**config.mk**
```make
export PLATFORM = sky130hd
export DESIGN_NAME = multicycle_control_unit_flat
export DESIGN_NICKNAME = d
export VERILOG_FILES = /design/src/rtl/multicycle_control_unit_if.sv /design/src/rtl/multicycle_control_unit.sv /design/src/flat_wrapper.sv
export SDC_FILE = /design/constraint.sdc
export NUM_CORES = 1
export LEC_CHECK = 0
export ABC_AREA = 1
export BUFFER_PORTS_ARGS = -buffer_cell sky130_fd_sc_hd__buf_4
export CAP_MARGIN = 20
export CORE_UTILIZATION = 48
export DETAILED_ROUTE_END_ITERATION = 8
export GPL_TIMING_DRIVEN = 1
export PLACE_DENSITY = 0.85
export REMOVE_ABC_BUFFERS = 1
export SYNTH_ARGS = -nofsm -noshare
export SYNTH_HDL_FRONTEND = slang
export SYNTH_SLANG_ARGS = --single-unit
```
**constraint.sdc**
```tcl
create_clock -name clock -period 1.3 [get_ports clock]
set_input_delay 0 -clock clock [delete_from_list [all_inputs] [get_ports clock]]
set_output_delay 0 -clock clock [all_outputs]
set_load 0.1 [all_outputs]
```
**src/rtl/multicycle_control_unit_if.sv**
```systemverilog
// Instruction handshake, memory handshake and control outputs of multicycle_control_unit.
// The master side supplies instructions and memory completion; the slave side is the sequencer.
interface multicycle_control_unit_if;
  logic       instr_valid;
  logic [5:0] opcode;
  logic [5:0] function_code;
  logic       mem_ready;
  logic       instr_ready;
  logic [2:0] select_bits_ALU;
  logic       shift_select;
  logic       slt_select;
  logic       alu_src_imm;
  logic       reg_dst_rt;
  logic       mem_to_reg;
  logic       mem_read;
  logic       mem_write;
  logic       write_enable;
  logic       illegal;
  logic       mem_timeout;
  logic [2:0] state;

  modport master (
    output instr_valid, opcode, function_code, mem_ready,
    input  instr_ready, select_bits_ALU, shift_select, slt_select, alu_src_imm, reg_dst_rt,
           mem_to_reg, mem_read, mem_write, write_enable, illegal, mem_timeout, state
  );

  modport slave (
    input  instr_valid, opcode, function_code, mem_ready,
    output instr_ready, select_bits_ALU, shift_select, slt_select, alu_src_imm, reg_dst_rt,
           mem_to_reg, mem_read, mem_write, write_enable, illegal, mem_timeout, state
  );
endinterface

```
**src/rtl/multicycle_control_unit.sv**
```systemverilog
// Multi-cycle control sequencer: IDLE -> DECODE -> EXEC -> [MEM] -> WB for R-type,
// I-type ALU and load/store instructions, with registered ALU/datapath controls.
module multicycle_control_unit #(
  parameter bit          IMM_EN      = 1'b1,
  parameter int unsigned MEM_TIMEOUT = 15
) (
  input logic                       clock,
  input logic                       reset,
  multicycle_control_unit_if.slave  bus
);

  localparam logic [2:0] StIdle   = 3'd0;
  localparam logic [2:0] StDecode = 3'd1;
  localparam logic [2:0] StExec   = 3'd2;
  localparam logic [2:0] StMem    = 3'd3;
  localparam logic [2:0] StWb     = 3'd4;

  localparam logic [5:0] OpRtype = 6'h00;
  localparam logic [5:0] OpAddi  = 6'h08;
  localparam logic [5:0] OpSlti  = 6'h0A;
  localparam logic [5:0] OpAndi  = 6'h0C;
  localparam logic [5:0] OpOri   = 6'h0D;
  localparam logic [5:0] OpLw    = 6'h23;
  localparam logic [5:0] OpSw    = 6'h2B;

  localparam int unsigned CntW = (MEM_TIMEOUT > 0) ? $clog2(MEM_TIMEOUT + 1) : 1;
  // Abort fires on the MEM cycle whose increment would make the count reach MEM_TIMEOUT.
  localparam logic [CntW-1:0] CntLast = CntW'((MEM_TIMEOUT > 0) ? MEM_TIMEOUT - 1 : 0);

  logic [2:0]      state_q, state_d;
  logic [5:0]      opc_q, opc_d;
  logic [5:0]      fn_q, fn_d;
  logic [CntW-1:0] cnt_q, cnt_d;
  logic [2:0]      sel_q, sel_d;
  logic            shift_q, shift_d;
  logic            slt_q, slt_d;
  logic            imm_q, imm_d;
  logic            rt_q, rt_d;
  logic            m2r_q, m2r_d;
  logic            illegal_q, illegal_d;
  logic            tmo_q, tmo_d;

  logic       dec_ok;
  logic [2:0] dec_sel;
  logic       dec_shift, dec_slt, dec_imm, dec_rt, dec_m2r;
  logic       is_lw, is_sw;

  assign is_lw = (opc_q == OpLw);
  assign is_sw = (opc_q == OpSw);

  always_comb begin
    dec_ok    = 1'b1;
    dec_sel   = 3'b010;
    dec_shift = 1'b0;
    dec_slt   = 1'b0;
    dec_imm   = 1'b0;
    dec_rt    = 1'b0;
    dec_m2r   = 1'b0;
    case (opc_q)
      OpRtype: begin
        case (fn_q)
          6'h24:        dec_sel = 3'b000;
          6'h25:        dec_sel = 3'b001;
          6'h27:        dec_sel = 3'b111;
          6'h20, 6'h21: dec_sel = 3'b010;
          6'h22, 6'h23: dec_sel = 3'b100;
          6'h2A, 6'h2B: begin dec_sel = 3'b100; dec_slt = 1'b1; end
          6'h02:        begin dec_sel = 3'b101; dec_shift = 1'b1; end
          6'h00:        begin dec_sel = 3'b110; dec_shift = 1'b1; end
          default:      dec_ok = 1'b0;
        endcase
      end
      OpAddi, OpAndi, OpOri, OpSlti: begin
        dec_ok  = IMM_EN;
        dec_imm = 1'b1;
        dec_rt  = 1'b1;
        case (opc_q)
          OpAndi:  dec_sel = 3'b000;
          OpOri:   dec_sel = 3'b001;
          OpSlti:  begin dec_sel = 3'b100; dec_slt = 1'b1; end
          default: dec_sel = 3'b010;
        endcase
      end
      OpLw: begin
        dec_imm = 1'b1;
        dec_rt  = 1'b1;
        dec_m2r = 1'b1;
      end
      OpSw:    dec_imm = 1'b1;
      default: dec_ok  = 1'b0;
    endcase
  end

  always_comb begin
    state_d   = state_q;
    opc_d     = opc_q;
    fn_d      = fn_q;
    cnt_d     = cnt_q;
    sel_d     = sel_q;
    shift_d   = shift_q;
    slt_d     = slt_q;
    imm_d     = imm_q;
    rt_d      = rt_q;
    m2r_d     = m2r_q;
    illegal_d = 1'b0;
    tmo_d     = 1'b0;
    case (state_q)
      StIdle: begin
        if (bus.instr_valid) begin
          opc_d   = bus.opcode;
          fn_d    = bus.function_code;
          state_d = StDecode;
        end
      end
      StDecode: begin
        if (!dec_ok) begin
          illegal_d = 1'b1;
          state_d   = StIdle;
        end else begin
          sel_d   = dec_sel;
          shift_d = dec_shift;
          slt_d   = dec_slt;
          imm_d   = dec_imm;
          rt_d    = dec_rt;
          m2r_d   = dec_m2r;
          state_d = StExec;
        end
      end
      StExec: begin
        cnt_d   = '0;
        state_d = (is_lw || is_sw) ? StMem : StWb;
      end
      StMem: begin
        if (bus.mem_ready) begin
          state_d = is_lw ? StWb : StIdle;
        end else if ((MEM_TIMEOUT > 0) && (cnt_q == CntLast)) begin
          tmo_d   = 1'b1;
          state_d = StIdle;
        end else begin
          cnt_d = cnt_q + 1'b1;
        end
      end
      StWb:    state_d = StIdle;
      default: state_d = StIdle;
    endcase
  end

  always_ff @(posedge clock) begin
    if (reset) begin
      state_q   <= StIdle;
      opc_q     <= '0;
      fn_q      <= '0;
      cnt_q     <= '0;
      sel_q     <= '0;
      shift_q   <= 1'b0;
      slt_q     <= 1'b0;
      imm_q     <= 1'b0;
      rt_q      <= 1'b0;
      m2r_q     <= 1'b0;
      illegal_q <= 1'b0;
      tmo_q     <= 1'b0;
    end else begin
      state_q   <= state_d;
      opc_q     <= opc_d;
      fn_q      <= fn_d;
      cnt_q     <= cnt_d;
      sel_q     <= sel_d;
      shift_q   <= shift_d;
      slt_q     <= slt_d;
      imm_q     <= imm_d;
      rt_q      <= rt_d;
      m2r_q     <= m2r_d;
      illegal_q <= illegal_d;
      tmo_q     <= tmo_d;
    end
  end

  assign bus.instr_ready     = (state_q == StIdle);
  assign bus.mem_read        = (state_q == StMem) && is_lw;
  assign bus.mem_write       = (state_q == StMem) && is_sw;
  assign bus.write_enable    = (state_q == StWb);
  assign bus.select_bits_ALU = sel_q;
  assign bus.shift_select    = shift_q;
  assign bus.slt_select      = slt_q;
  assign bus.alu_src_imm     = imm_q;
  assign bus.reg_dst_rt      = rt_q;
  assign bus.mem_to_reg      = m2r_q;
  assign bus.illegal         = illegal_q;
  assign bus.mem_timeout     = tmo_q;
  assign bus.state           = state_q;

endmodule

```
**src/flat_wrapper.sv**
```systemverilog
// flat-port wrapper written by rule: the top's interface ports become plain ports
module multicycle_control_unit_flat 
#(
  parameter bit          IMM_EN      = 1'b1,
  parameter int unsigned MEM_TIMEOUT = 15
)
  (clock, reset, bus_instr_valid, bus_opcode, bus_function_code, bus_mem_ready, bus_instr_ready, bus_select_bits_ALU, bus_shift_select, bus_slt_select, bus_alu_src_imm, bus_reg_dst_rt, bus_mem_to_reg, bus_mem_read, bus_mem_write, bus_write_enable, bus_illegal, bus_mem_timeout, bus_state);
  multicycle_control_unit_if bus_i ();
  input logic clock;
  input logic reset;
  input wire logic [$bits(bus_i.instr_valid)-1:0] bus_instr_valid;
  input wire logic [$bits(bus_i.opcode)-1:0] bus_opcode;
  input wire logic [$bits(bus_i.function_code)-1:0] bus_function_code;
  input wire logic [$bits(bus_i.mem_ready)-1:0] bus_mem_ready;
  output wire logic [$bits(bus_i.instr_ready)-1:0] bus_instr_ready;
  output wire logic [$bits(bus_i.select_bits_ALU)-1:0] bus_select_bits_ALU;
  output wire logic [$bits(bus_i.shift_select)-1:0] bus_shift_select;
  output wire logic [$bits(bus_i.slt_select)-1:0] bus_slt_select;
  output wire logic [$bits(bus_i.alu_src_imm)-1:0] bus_alu_src_imm;
  output wire logic [$bits(bus_i.reg_dst_rt)-1:0] bus_reg_dst_rt;
  output wire logic [$bits(bus_i.mem_to_reg)-1:0] bus_mem_to_reg;
  output wire logic [$bits(bus_i.mem_read)-1:0] bus_mem_read;
  output wire logic [$bits(bus_i.mem_write)-1:0] bus_mem_write;
  output wire logic [$bits(bus_i.write_enable)-1:0] bus_write_enable;
  output wire logic [$bits(bus_i.illegal)-1:0] bus_illegal;
  output wire logic [$bits(bus_i.mem_timeout)-1:0] bus_mem_timeout;
  output wire logic [$bits(bus_i.state)-1:0] bus_state;
  assign bus_i.instr_valid = bus_instr_valid;
  assign bus_i.opcode = bus_opcode;
  assign bus_i.function_code = bus_function_code;
  assign bus_i.mem_ready = bus_mem_ready;
  assign bus_instr_ready = bus_i.instr_ready;
  assign bus_select_bits_ALU = bus_i.select_bits_ALU;
  assign bus_shift_select = bus_i.shift_select;
  assign bus_slt_select = bus_i.slt_select;
  assign bus_alu_src_imm = bus_i.alu_src_imm;
  assign bus_reg_dst_rt = bus_i.reg_dst_rt;
  assign bus_mem_to_reg = bus_i.mem_to_reg;
  assign bus_mem_read = bus_i.mem_read;
  assign bus_mem_write = bus_i.mem_write;
  assign bus_write_enable = bus_i.write_enable;
  assign bus_illegal = bus_i.illegal;
  assign bus_mem_timeout = bus_i.mem_timeout;
  assign bus_state = bus_i.state;
  multicycle_control_unit #(.IMM_EN(IMM_EN), .MEM_TIMEOUT(MEM_TIMEOUT)) u_core (.clock(clock), .reset(reset), .bus(bus_i));
endmodule
```
* Word level (Yosys, flattened, before mapping) *
Cells that the tools add are included.

storage, ports and cells
  bits in registers = 29
  bits of input ports = 16
  output and inout bits = 17

operators by class
  $add $sub $neg = 1
  equality and inequality tests = 25
  mux-type cells = 25
  bitwise operators = 2
  reduce and logical (&&, ||, !) cells = 20

operators with widths
  kind                                                                    number
  6-bit equality test (second input constant)                             11
  6-bit by 4-bit equality test with 1-bit output (second input constant)  4
  3-bit case mux with 6 select lines                                      1
  3-bit two-way mux                                                       5
  6-bit logical NOT                                                       2
  3-bit case mux with 4 select lines                                      1
  11-bit OR reduction                                                     1
  1-bit two-way mux                                                       10
  3-bit case mux with 3 select lines                                      1
  4-bit two-way mux                                                       2
  4-bit case mux with 2 select lines                                      1
  4-bit OR reduction                                                      2
  3-bit by 2-bit equality test with 1-bit output (second input constant)  2
  6-bit by 2-bit equality test with 1-bit output (second input constant)  1
  2-bit != test (second input constant)                                   3
  3-bit case mux with 2 select lines                                      1
  2-bit AND reduction                                                     3
  2-bit OR reduction                                                      3
  6-bit OR reduction                                                      1
  5-bit OR reduction                                                      1
  4-bit by 1-bit adder with 4-bit output (second input constant)          1
  4-bit equality test (second input constant)                             1
  1-bit case mux with 2 select lines                                      2
  3-bit by 1-bit equality test with 1-bit output (second input constant)  1
  other kinds (10)                                                        12

* Depth between registers and ports, before layout *
Gate-level depths: netlist (run 1).

  depth in word-level cells = 6
  mapped depth = 12

* Least setup slack after synthesis (run 1) *
No wires, ideal clock.

  kind = register to output
  start = register u_core.state_q[0] (netlist: u_core.bus.state[0])
  end = output bus_mem_write
  data arrival time = 3.652 ns
  data required time = 1.300 ns
  path slack = -2.352 ns
  cell stages (with the launch flop) = 5
  path buffers = 0
  cell sequence = dfxtp_1 > inv_1 > nor3_4 > nand2_1 > nor3_1

on the way
  longest elaborated chain between the ends = 2

ends and longest elaborated chain
  what                                            line                            source
  start, declared                                 multicycle_control_unit.sv:30   logic [2:0] state_q, state_d;
  start signal, assigned                          multicycle_control_unit.sv:150  state_q <= StIdle;
  start signal, assigned                          multicycle_control_unit.sv:163  state_q <= state_d;
  3-bit by 2-bit equality test with 1-bit output  multicycle_control_unit.sv:180  assign bus.mem_write = (state_q == StMem) && is_sw;
  1-bit logical AND                               multicycle_control_unit.sv:180
  end, declared                                   flat_wrapper.sv:23              output wire logic [$bits(bus_i.mem_write)-1:0] bus_mem_write;

No other way between the ends.

* Worst setup path after layout (run 1) *
  start = register u_core.state_q[1] (netlist: u_core.bus.state[1])
  end = output bus_mem_read

on the way
  longest elaborated chain between the ends = 2

ends and longest elaborated chain
  what                                            line                            source
  3-bit by 2-bit equality test with 1-bit output  multicycle_control_unit.sv:179  assign bus.mem_read = (state_q == StMem) && is_lw;
  1-bit logical AND                               multicycle_control_unit.sv:179
  end, declared                                   flat_wrapper.sv:22              output wire logic [$bits(bus_i.mem_read)-1:0] bus_mem_read;

No other way between the ends.

==> run summary, run 1 <==
type of origin of the critical path -> register
clock root buffer -> sky130_fd_sc_hd__clkbuf_4
clock transition at the register clock pins on the worst setup and hold paths after CTS -> 90 ps
maximum capacitance violations -> 0
port buffer count -> 32
worst-path maximum fanout -> 3
Post-Route Setup TNS -> -4181 ps
Synth cell types -> 25
run status -> finished, violations left
routed wire length per instance -> 16.78 um
data required time at the worst endpoint -> 1300 ps
largest area contributor in the synthesized netlist -> sky130_fd_sc_hd__dfxtp_1
TritonCTS buffer count -> 5
number of global-route vias before repair -> 1714
CORE AREA -> 3028 um^2
number of flops mapped to enable cells by yosys -> 0
# IOs -> 33
area added between synthesis and finish -> 70.58%
worst hold slack -> 431.1 ps
largest registers ranked by flip-flop count -> u_core.fn_q x6, u_core.opc_q x6, u_core.cnt_q x4
net count reported at finish -> 333
Worst Setup End Kind -> output pin
cells along the critical path -> inv_2, nor3_4, nand2_4, nor2_2, buf_12
signal arrival time at the worst endpoint -> 1570 ps
portion of synthesized cell area occupied by the leading cell type -> 38.13%
placed standard-cell area -> 2017 um^2
number of H-tree levels -> 2
Highest Clock Rate -> 635.4 MHz
Cell Count Post-Placement -> 323
floorplan die width -> 58.33 um
hold crit path type -> input pin to register
sequential element share of the synthesized area -> 38.13%
Leakage -> 1.189 nW
1st-pass router iterations -> 5
area of the die -> 3402 um^2
global-route wire length before repair -> 7.141 mm
time the worst path needs with I/O delays and setup -> 1574 ps
worst slew slack as a fraction of its limit -> 71.42%
post-route setup slack -> -273.8 ps
TritonCTS clock tree -> built
remaining global-route overflow -> 0
Mapped Avg Cell Area -> 6.828 um^2
RSZ-0062 raised after global routing -> yes
# diodes -> 0
post-detail-place hpwl -> 2.633 mm
critical path class -> register to output pin
total global-route track usage -> 28.07%
main flop type after synthesis -> sky130_fd_sc_hd__dfxtp_1
delay of the slowest critical-path stage -> 360 ps
Initial Utilization -> 50.29%
FP Rows -> 20
fraction of layout cells with a size suffix above 1 -> 46.98%
Residual DRC -> 0
post-synthesis sequential element count -> 29
count of vias placed by the detailed router -> 2011
Area contributors post-synth -> sky130_fd_sc_hd__dfxtp_1 38%, sky130_fd_sc_hd__nand2_1 11%, sky130_fd_sc_hd__nor2_1 7.6%
CTS Sinks -> 29
pin count of the biggest net entering global routing -> 24
standard cell with the maximum stage delay on the critical path -> sky130_fd_sc_hd__dfxtp_2
Tcrit/Tclk final -> 121.1%
number of hold-slack violations in the final timing report -> 0
Filler Cells Inserted -> 156
Worst Max-Slew Pin Slew -> 423.2 ps
synthesized instance count -> 223
Final Setup Violations -> 30
Final Slew Violations -> 0
area of all placed cells without fillers -> 2597 um^2
DR iter-0 viols -> 189
IR Drop Worst-Case VDD -> 0.0006424 V
overall die height -> 58.33 um
buffers from clock root to sink, at most -> 2
Ys Warns -> 0
global placer's final weighted congestion -> 0.8517
violated checks -> setup timing
Async S/R FF share, synth -> 0%
final cell count without fillers -> 359
Mapped Area -> 1523 um^2
power density relative to cell area -> 1078 nW/um^2
Post-Route WL -> 6.025 mm
remaining antenna violation count -> 0
number of antenna violations at the first check in global routing -> 0
Layout Skew -> 5.656 ps
clock latency on the worst-skew pair -> 350 ps
vias per cell -> 5.602
## area by class of cell
cell class              instances  area, um^2  area share [%]
flip-flops and latches         29       591.8           22.78
inverters                      32       127.6           4.913
repair buffers                 90       805.8           31.02
well taps                      44       55.05           2.119
multi-input cells             157       962.2           37.04
clock buffers                   7       55.05           2.119
## placed cells by master, fill, tap and decap left out, types with 2 or more instances in the layout
cell	netlist	layout
sky130_fd_sc_hd__dfxtp_1	29	20
sky130_fd_sc_hd__nand3_1	20	16
sky130_fd_sc_hd__o21ai_0	15	12
sky130_fd_sc_hd__nand2_1	43	30
sky130_fd_sc_hd__nor2_1	31	20
sky130_fd_sc_hd__ha_1	2	2
sky130_fd_sc_hd__nor2_4	0	3
sky130_fd_sc_hd__inv_1	27	20
sky130_fd_sc_hd__nand4_1	5	5
sky130_fd_sc_hd__nor2_2	3	11
sky130_fd_sc_hd__clkbuf_4	0	5
sky130_fd_sc_hd__o21ai_1	1	3
sky130_fd_sc_hd__nand2_4	3	6
sky130_fd_sc_hd__dlygate4sd3_1	0	15
sky130_fd_sc_hd__a21oi_2	0	3
sky130_fd_sc_hd__buf_6	1	8
sky130_fd_sc_hd__dfxtp_2	0	9
sky130_fd_sc_hd__nand3_2	0	3
sky130_fd_sc_hd__nand2_2	1	10
sky130_fd_sc_hd__nor3_4	3	4
sky130_fd_sc_hd__a21oi_1	23	20
sky130_fd_sc_hd__inv_2	5	9
sky130_fd_sc_hd__buf_4	1	62
sky130_fd_sc_hd__buf_12	0	5
sky130_fd_sc_hd__inv_4	0	3
## critical path: cells and delay by family, from the launching register on
family        cells  cell delay [ps]
buf+inv           2              260
flops             1              360
simple gates      3              580
## Yosys cell counts (2+ instances only)
cell                       count
sky130_fd_sc_hd__inv_2         5
sky130_fd_sc_hd__nor3_1        2
sky130_fd_sc_hd__clkbuf_1      2
sky130_fd_sc_hd__ha_1          2
sky130_fd_sc_hd__dfxtp_1      29
sky130_fd_sc_hd__nand3_1      20
sky130_fd_sc_hd__nor3_4        3
sky130_fd_sc_hd__inv_1        27
sky130_fd_sc_hd__o21ai_0      15
sky130_fd_sc_hd__nand4_1       5
sky130_fd_sc_hd__nor2_2        3
sky130_fd_sc_hd__nor2_1       31
sky130_fd_sc_hd__nand2_4       3
sky130_fd_sc_hd__a21oi_1      23
sky130_fd_sc_hd__nand2_1      43
## power breakdown
group | switching (mW) | total [mW] | internal, mW
clock | 0.326 | 0.581 | 0.254
sequential | 0.0687 | 1.03 | 0.965
combinational | 0.752 | 1.19 | 0.433
total | 1.15 | 2.80 | 1.65
## path summary, 6_finish.rpt
check                                           start               endpoint  slack, ps  cells after the start
worst min register to register  u_core.bus.slt_select  u_core.bus.slt_select        490                      2
worst max register to register    u_core.bus.state[1]        u_core.cnt_q[3]       -220                      8
worst max-delay path              u_core.bus.state[1]           bus_mem_read       -270                      5
worst min-delay path                            reset    u_core.bus.state[2]        430                      3
## metrics by stage
| stage | setup slack, ps | power (mW) | utilization [%] |
|---|---|---|---|
| 6_report | -273.8 | 2.800 | 85.79 |
| 5_1_grt | -321.0 | 2.903 | 85.79 |
| 4_1_cts | -218.0 | 2.600 | 78.26 |
| 3_5_place_dp | -88.61 | 1.937 | 66.61 |
| 3_3_place_gp | -49.98 | 1.920 | 66.61 |
| 2_1_floorplan | -2352 | 1.643 | - |
## kinds of logic (layout without fill, tap and decap cells)
logic type | after synthesis | after routing | share of synthesized area [%]
buffers and inverters | 37 | 129 | 9.943
and+or+nand+nor | 113 | 113 | 35.91
DFF | 29 | 29 | 38.13
AOI/OAI and AO/OA | 42 | 42 | 14.38
adders and majority gates | 2 | 2 | 1.643
## per-layer routing
layer | up-vias | global-route usage [%] | part of all wire, %
li1 | 908 | - | -
met1 | 920 | 31.35 | 36
met2 | 140 | 48.44 | 50
met3 | 43 | 7.033 | 6.4
met4 | 0 | 16.33 | 7.3
met5 | - | 0 | 0
## repair_timing
action                                  in CTS  in global routing
gates cloned                                 0                  0
pin swaps                                    4                 18
hold buffers                                15                  0
hold endpoints to repair                    17                  0
buffers inserted                             8                  6
resized for setup                           30                 54
endpoints found under the setup margin      26                 31
No activity file was read; power rests on OpenSTA's default activity.
==> run 2, diff against run 1 <==
--- a/config.mk
+++ b/config.mk
@@ -8,10 +8,10 @@
 export ABC_AREA = 1
 export BUFFER_PORTS_ARGS = -buffer_cell sky130_fd_sc_hd__buf_4
 export CAP_MARGIN = 20
-export CORE_UTILIZATION = 48
+export CORE_UTILIZATION = 32
 export DETAILED_ROUTE_END_ITERATION = 8
 export GPL_TIMING_DRIVEN = 1
-export PLACE_DENSITY = 0.85
+export PLACE_DENSITY = 0.64
 export REMOVE_ABC_BUFFERS = 1
 export SYNTH_ARGS = -nofsm -noshare
 export SYNTH_HDL_FRONTEND = slang
==> run 2 against run 1 <==
- the run ends with DRC, hold timing, setup timing left
- non-clock buffer count decreased by 8
- clock-buffer cell count shrank 1
- final cell count increased by 0.28%
- first-iteration DRC count down 65%
- combinational power is 8% lower
- register-to-register slack better by 170 ps
- routed wire length decreased by 35%
- via count decreased by 17%
- sequential power about the same
- highest routed layer unchanged
==> run summary, run 2 (synthesized netlist as in run 1, its figures left out) <==
run status -> finished, violations left
violated checks -> DRC, hold timing, setup timing
post-route setup slack -> -123.2 ps (+150.6 ps)
clock transition at the register clock pins on the worst setup and hold paths after CTS -> 60 ps (-30 ps)
reg-to-reg slack, setup -> -50 ps (+170 ps)
standard cell with the maximum stage delay on the critical path -> sky130_fd_sc_hd__dfxtp_2
pin count of the biggest net entering global routing -> 24 (unchanged)
largest registers ranked by flip-flop count -> u_core.fn_q x6, u_core.opc_q x6, u_core.cnt_q x4
total global-route track usage -> 16.52% (-12 points)
data required time at the worst endpoint -> 1300 ps (about the same)
maximum capacitance violations -> 0 (unchanged)
RSZ-0062 raised after global routing -> yes
DR iter-0 viols -> 66 (-65%)
number of global-route vias before repair -> 1568 (-8.5%)
area of the die -> 5038 um^2 (+48%)
remaining antenna violation count -> 0 (unchanged)
area added between synthesis and finish -> 66.06%
global placer's final weighted congestion -> 0.8626 (+1.3%)
# diodes -> 0 (unchanged)
type of origin of the critical path -> register
1st-pass router iterations -> 6 (+1)
Worst Setup End Kind -> output pin
post-placement setup slack -> -117.9 ps (-29.25 ps)
global-route wire length before repair -> 6.658 mm (-6.8%)
Filler Cells Inserted -> 422 (+170%)
TritonCTS clock tree -> built
Final Setup Violations -> 8 (-73%)
post-detail-place hpwl -> 2.802 mm (+6.4%)
routed wire length per instance -> 10.88 um (-35%)
Post-Route WL -> 3.915 mm (-35%)
vias per cell -> 4.658 (-17%)
number of antenna violations at the first check in global routing -> 0 (unchanged)
worst path buffer plus inverter count -> 3 (+1)
Residual DRC -> 2 (+2)
Tcrit/Tclk final -> 109.5% (-12 points)
number of hold-slack violations in the final timing report -> 2 (+2)
cell count of the worst hold path -> 3 (unchanged)
overall die height -> 70.98 um (+22%)
fraction of layout cells with a size suffix above 1 -> 48.38% (+1.4 points)
TritonCTS buffer count -> 5 (unchanged)
highest-count cells in the layout ignoring fill and taps -> 66 x sky130_fd_sc_hd__buf_4, 35 x sky130_fd_sc_hd__nand2_1, 23 x sky130_fd_sc_hd__nor2_1, 19 x sky130_fd_sc_hd__inv_1, 18 x sky130_fd_sc_hd__a21oi_1
hold crit path type -> input pin to register
worst slew slack as a fraction of its limit -> 63.26% (-8.2 points)
remaining global-route overflow -> 0 (unchanged)
clock root buffer -> sky130_fd_sc_hd__clkbuf_8
final design utilization -> 56.52% (-29 points)
Crit. path cell count -> 6 (+1)
Cell Count Post-Placement -> 336 (+4.0%)
buffers from clock root to sink, at most -> 2 (unchanged)
delay of the slowest critical-path stage -> 360 ps (about the same)
final cell count without fillers -> 360 (+0.28%)
critical path class -> register to output pin
signal arrival time at the worst endpoint -> 1420 ps (-150 ps)
Total Power -> 2.840 mW (+1.4%)
Leakage -> 1.154 nW (-3.0%)
# IOs -> 33 (unchanged)
time the worst path needs with I/O delays and setup -> 1423 ps (-150.6 ps)
CTS Sinks -> 29 (unchanged)
FP Rows -> 24 (+20%)
power density relative to cell area -> 1123 nW/um^2 (+4.2%)
number of H-tree levels -> 2 (unchanged)
Layout Skew -> 6.083 ps (+0.4271 ps)
clock latency on the worst-skew pair -> 280 ps (-70 ps)
cells along the critical path -> nand4_1, buf_4, inv_2, nand2_2, nor3_4, buf_12
worst hold slack -> -12.82 ps (-443.9 ps)
net count reported at finish -> 325 (-2.4%)
number of cells traversed by the worst register-to-register path -> 6 (-2)
top cell family by delay on the critical path -> buffers and inverters
Worst Max-Slew Pin Slew -> 544.0 ps (+120.7 ps)
floorplan die width -> 70.98 um (+22%)
Final Slew Violations -> 0 (unchanged)
worst-path maximum fanout -> 3 (unchanged)
Highest Clock Rate -> 702.6 MHz (+11%)
Post-Route Setup TNS -> -297.7 ps (+3883 ps)
Initial Utilization -> 34.03% (-16 points)
IR Drop Worst-Case VDD -> 0.0004102 V (-36%)
port buffer count -> 32 (unchanged)
most common cell after layout, fill and taps aside -> sky130_fd_sc_hd__buf_4
count of vias placed by the detailed router -> 1677 (-17%)
CORE AREA -> 4474 um^2 (+48%)
-- run 2: per-stage QoR --
| stage | area, um^2 | hold slack (ps) |
|---|---|---|
| 4_1_cts | 2380 | 0.9113 |
| 2_1_floorplan | 1491 | 69.07 |
| 5_1_grt | 2529 | 5.421 |
| 6_report | 2529 | -12.82 |
| 3_5_place_dp | 2064 | 222.4 |
| 3_3_place_gp | 2064 | 218.0 |
-- run 2: path summary, 6_finish.rpt --
check                 startpoint              end
min reg2reg      u_core.opc_q[4]  u_core.opc_q[4]
max              u_core.opc_q[5]    bus_mem_write
min                bus_opcode[2]  u_core.opc_q[2]
max reg2reg  u_core.bus.state[2]  u_core.cnt_q[2]
-- run 2: timing repair --
action                                  CTS  global route
gates resized for setup                  48            38
hold endpoints to repair                  9             1
setup buffers                             5             3
endpoints found under the setup margin   16            29
pin swaps                                12            13
hold buffers                              7             1
-- run 2: area by class of cell --
cell class                      instances  area (um^2)  share of cell area (%)
Clock buffer                            6        72.57                   2.870
Timing Repair Buffer                   82        700.7                   27.71
Tap cell                               52        65.06                   2.573
Multi-Input combinational cell        157        950.9                   37.61
Clock inverter                          2        10.01                  0.3958
Inverter                               32        122.6                   4.849
Sequential cell                        29        606.8                   24.00
-- run 2: worst min-delay path, stage by stage --
cell	delay (ps)
sky130_fd_sc_hd__buf_4	80
sky130_fd_sc_hd__o21ai_1	60
sky130_fd_sc_hd__a21oi_1	100
-- run 2: routing by layer --
layer / share of wire, % / wire (um) / global-route usage [%]
met1: 48 / 1879 / 21.20
met2: 48 / 1867 / 27.14
met3: 3.2 / 124 / 4.416
met4: 1.1 / 44 / 5.111
met5: 0 / 0 / 0
-- run 2: report_power, final --
group	leakage [nW]	switching, mW	internal [mW]	total [mW]
logic	0.865	0.680	0.417	1.10
registers	0.243	0.0686	0.967	1.04
clock network	0.0450	0.338	0.370	0.707
total	1.15	1.09	1.75	2.84
==> run 3, diff against run 2 <==
--- a/config.mk
+++ b/config.mk
@@ -8,10 +8,12 @@
 export ABC_AREA = 1
 export BUFFER_PORTS_ARGS = -buffer_cell sky130_fd_sc_hd__buf_4
 export CAP_MARGIN = 20
-export CORE_UTILIZATION = 32
+export CELL_PAD_IN_SITES_DETAIL_PLACEMENT = 1
+export CELL_PAD_IN_SITES_GLOBAL_PLACEMENT = 2
+export CORE_UTILIZATION = 26
 export DETAILED_ROUTE_END_ITERATION = 8
 export GPL_TIMING_DRIVEN = 1
-export PLACE_DENSITY = 0.64
+export PLACE_DENSITY = 0.84
 export REMOVE_ABC_BUFFERS = 1
 export SYNTH_ARGS = -nofsm -noshare
 export SYNTH_HDL_FRONTEND = slang
==> run 3 against run 2 <==
- die area increased by 22%
- the run ends with hold timing, setup timing left
- largest power group unchanged
- maximum frequency decreased by 3.6%
- worst hold slack improved by 7.6 ps
- clock power increased by 18%
- final cell count increased by 6.4%
- global-route usage decreased by 0.49 points
- largest cell class unchanged
- design area increased by 0.84%
- utilization decreased by 11 points
==> run summary, run 3 (synthesized netlist as in run 1, its figures left out) <==
run status -> finished, violations left
violated checks -> hold timing, setup timing
Initial Utilization -> 27.32% (-6.7 points)
global-route wire length before repair -> 7.755 mm (+16%)
remaining antenna violation count -> 0 (unchanged)
time the worst path needs with I/O delays and setup -> 1476 ps (+52.44 ps)
area added between synthesis and finish -> 67.46%
1st-pass router iterations -> 4 (-2)
hold crit path type -> input pin to register
final cell count without fillers -> 383 (+6.4%)
Layout Skew -> 7.209 ps (+1.126 ps)
largest registers ranked by flip-flop count -> u_core.fn_q x6, u_core.opc_q x6, u_core.cnt_q x4
most common cell after layout, fill and taps aside -> sky130_fd_sc_hd__buf_4
highest-count cells in the layout ignoring fill and taps -> 68 x sky130_fd_sc_hd__buf_4, 37 x sky130_fd_sc_hd__nand2_1, 22 x sky130_fd_sc_hd__nor2_1, 21 x sky130_fd_sc_hd__a21oi_1
worst slew slack as a fraction of its limit -> 75.10% (+12 points)
number of global-route vias before repair -> 1750 (+12%)
cell count of the worst hold path -> 3 (unchanged)
Seq pwr share -> 34.5% (-2.0 points)
FP Rows -> 27 (+13%)
buffers from clock root to sink, at most -> 2 (unchanged)
IR Drop Worst-Case VDD -> 0.0003889 V (-5.2%)
total global-route track usage -> 16.03% (-0.49 points)
power density relative to cell area -> 1176 nW/um^2 (+4.7%)
TritonCTS buffer count -> 5 (unchanged)
vias per cell -> 4.540 (-2.5%)
DR iter-0 viols -> 35 (-47%)
pin count of the biggest net entering global routing -> 24 (unchanged)
CTS Sinks -> 29 (unchanged)
floorplan die width -> 78.53 um (+11%)
RSZ-0062 raised after global routing -> yes
switching pwr -> 1.125 mW (+3.6%)
port buffer count -> 32 (unchanged)
count of vias placed by the detailed router -> 1739 (+3.7%)
delay of the slowest critical-path stage -> 360 ps (about the same)
global placer's final weighted congestion -> 0.7567 (-12%)
net count reported at finish -> 328 (+0.92%)
Final Slew Violations -> 0 (unchanged)
internal power contribution -> 1.872 mW (+6.8%)
worst-path maximum fanout -> 3 (unchanged)
critical path class -> register to output pin
area of all placed cells without fillers -> 2550 um^2 (+0.84%)
# diodes -> 0 (unchanged)
number of antenna violations at the first check in global routing -> 0 (unchanged)
fraction of layout cells with a size suffix above 1 -> 45.66% (-2.7 points)
# IOs -> 33 (unchanged)
number of cells traversed by the worst register-to-register path -> 9 (+3)
routed wire length per instance -> 12.68 um (+17%)
Final Setup Violations -> 17 (+9)
Worst Max-Slew Pin Slew -> 372.2 ps (-171.8 ps)
clock latency on the worst-skew pair -> 290 ps (about the same)
type of origin of the critical path -> register
cells along the critical path -> nand4_1, buf_4, inv_4, nand2_4, nor3_4, buf_12
clock network fraction of design power -> 27.7% (+2.8 points)
clock transition at the register clock pins on the worst setup and hold paths after CTS -> 60 ps (about the same)
worst hold slack -> -5.268 ps (+7.552 ps)
TritonCTS clock tree -> built
switching power share of the total -> 37.55% (-0.71 points)
CORE AREA -> 5574 um^2 (+25%)
Highest Clock Rate -> 677.7 MHz (-3.6%)
Total Power -> 2.998 mW (+5.5%)
Filler Cells Inserted -> 699 (+66%)
Leakage -> 1.188 nW (+3.0%)
Tcrit/Tclk final -> 113.5% (+4.0 points)
signal arrival time at the worst endpoint -> 1480 ps (+60 ps)
area of the die -> 6167 um^2 (+22%)
maximum capacitance violations -> 0 (unchanged)
overall die height -> 78.53 um (+11%)
number of hold-slack violations in the final timing report -> 1 (-1)
data required time at the worst endpoint -> 1300 ps (about the same)
Worst Setup End Kind -> output pin
final design utilization -> 45.75% (-11 points)
standard cell with the maximum stage delay on the critical path -> sky130_fd_sc_hd__dfxtp_2
Post-Route WL -> 4.858 mm (+24%)
Residual DRC -> 0 (-2)
number of H-tree levels -> 2 (unchanged)
post-detail-place hpwl -> 3.457 mm (+23%)
clock root buffer -> sky130_fd_sc_hd__clkbuf_8
post-route setup slack -> -175.6 ps (-52.43 ps)
combinational cell fraction of total power -> 37.8% (-0.8 points)
placed standard-cell area -> 2105 um^2 (+1.9%)
remaining global-route overflow -> 0 (unchanged)
Cell Count Post-Placement -> 358 (+6.5%)
run 3: cell types whose count changed in the layout (fill, tap and decap cells not counted), sizes merged:
cell / before / now
clkbuf: 6 / 7
dlygate4sd3: 8 / 9
buf: 74 / 76
clkinv: 2 / 1
run 3: layer usage:
metal | part of all wire [%] | wire length, um | track usage, % | vias up
met3 | 2.5 | 121 | 3.837 | 5
li1 | - | - | - | 892
met1 | 45 | 2189 | 19.42 | 816
met2 | 51 | 2482 | 27.39 | 26
met4 | 1.3 | 65 | 5.556 | 0
met5 | 0 | 0 | 0 | -
run 3: worst paths after layout:
kind | slack, ps | from | endpoint
setup / recovery | -180 | u_core.opc_q[5] | bus_mem_write
hold / removal | -5 | bus_opcode[3] | u_core.opc_q[3]
setup reg to reg | -140 | u_core.opc_q[3] | u_core.bus.slt_select
hold reg to reg | 490 | u_core.bus.alu_src_imm | u_core.bus.alu_src_imm
run 3: critical path, delay by kind of cell, from the launching register on:
family	cells	cell delay, ps
buffers and inverters	3	440
AND/OR/NAND/NOR	3	380
flip-flops	1	360
run 3: cell type report:
type | instances | area [um^2] | area share (%)
multi-input cells | 157 | 914.6 | 35.87
clock buffers | 7 | 96.34 | 3.778
flip-flops and latches | 29 | 595.6 | 23.36
repair buffers | 85 | 725.7 | 28.46
clock inverters | 1 | 5.005 | 0.1963
well taps | 72 | 90.09 | 3.533
inverters | 32 | 122.6 | 4.809
run 3: power groups by stage:
| stage | sequential [mW] | clock, mW | combinational, mW |
|---|---|---|---|
| after detailed placement | 1.04 | 0 | 0.959 |
| after floorplan | 1.24 | 0 | 0.399 |
| after global placement | 1.03 | 0 | 0.943 |
| after CTS | 1.02 | 0.851 | 1.02 |
| after global routing | 1.04 | 0.895 | 1.22 |
| final | 1.03 | 0.831 | 1.13 |
run 3: per-stage QoR:
step	hold WS (ps)	setup TNS, ps	setup WS (ps)
floorplan	69.07	-28950	-2352
finish	-5.268	-1539	-175.6
CTS	1.815	-1334	-208.3
global route	5.816	-3771	-227.2
detailed placement	213.1	-1314	-118.7
global placement	214.4	-616.1	-57.92
run 3: what timing repair did:
action,in CTS,in global routing
pin swaps,4,14
hold endpoints to repair,12,0
gates resized for setup,20,49
hold buffers,9,0
setup buffers,4,4
setup endpoints to repair,29,30
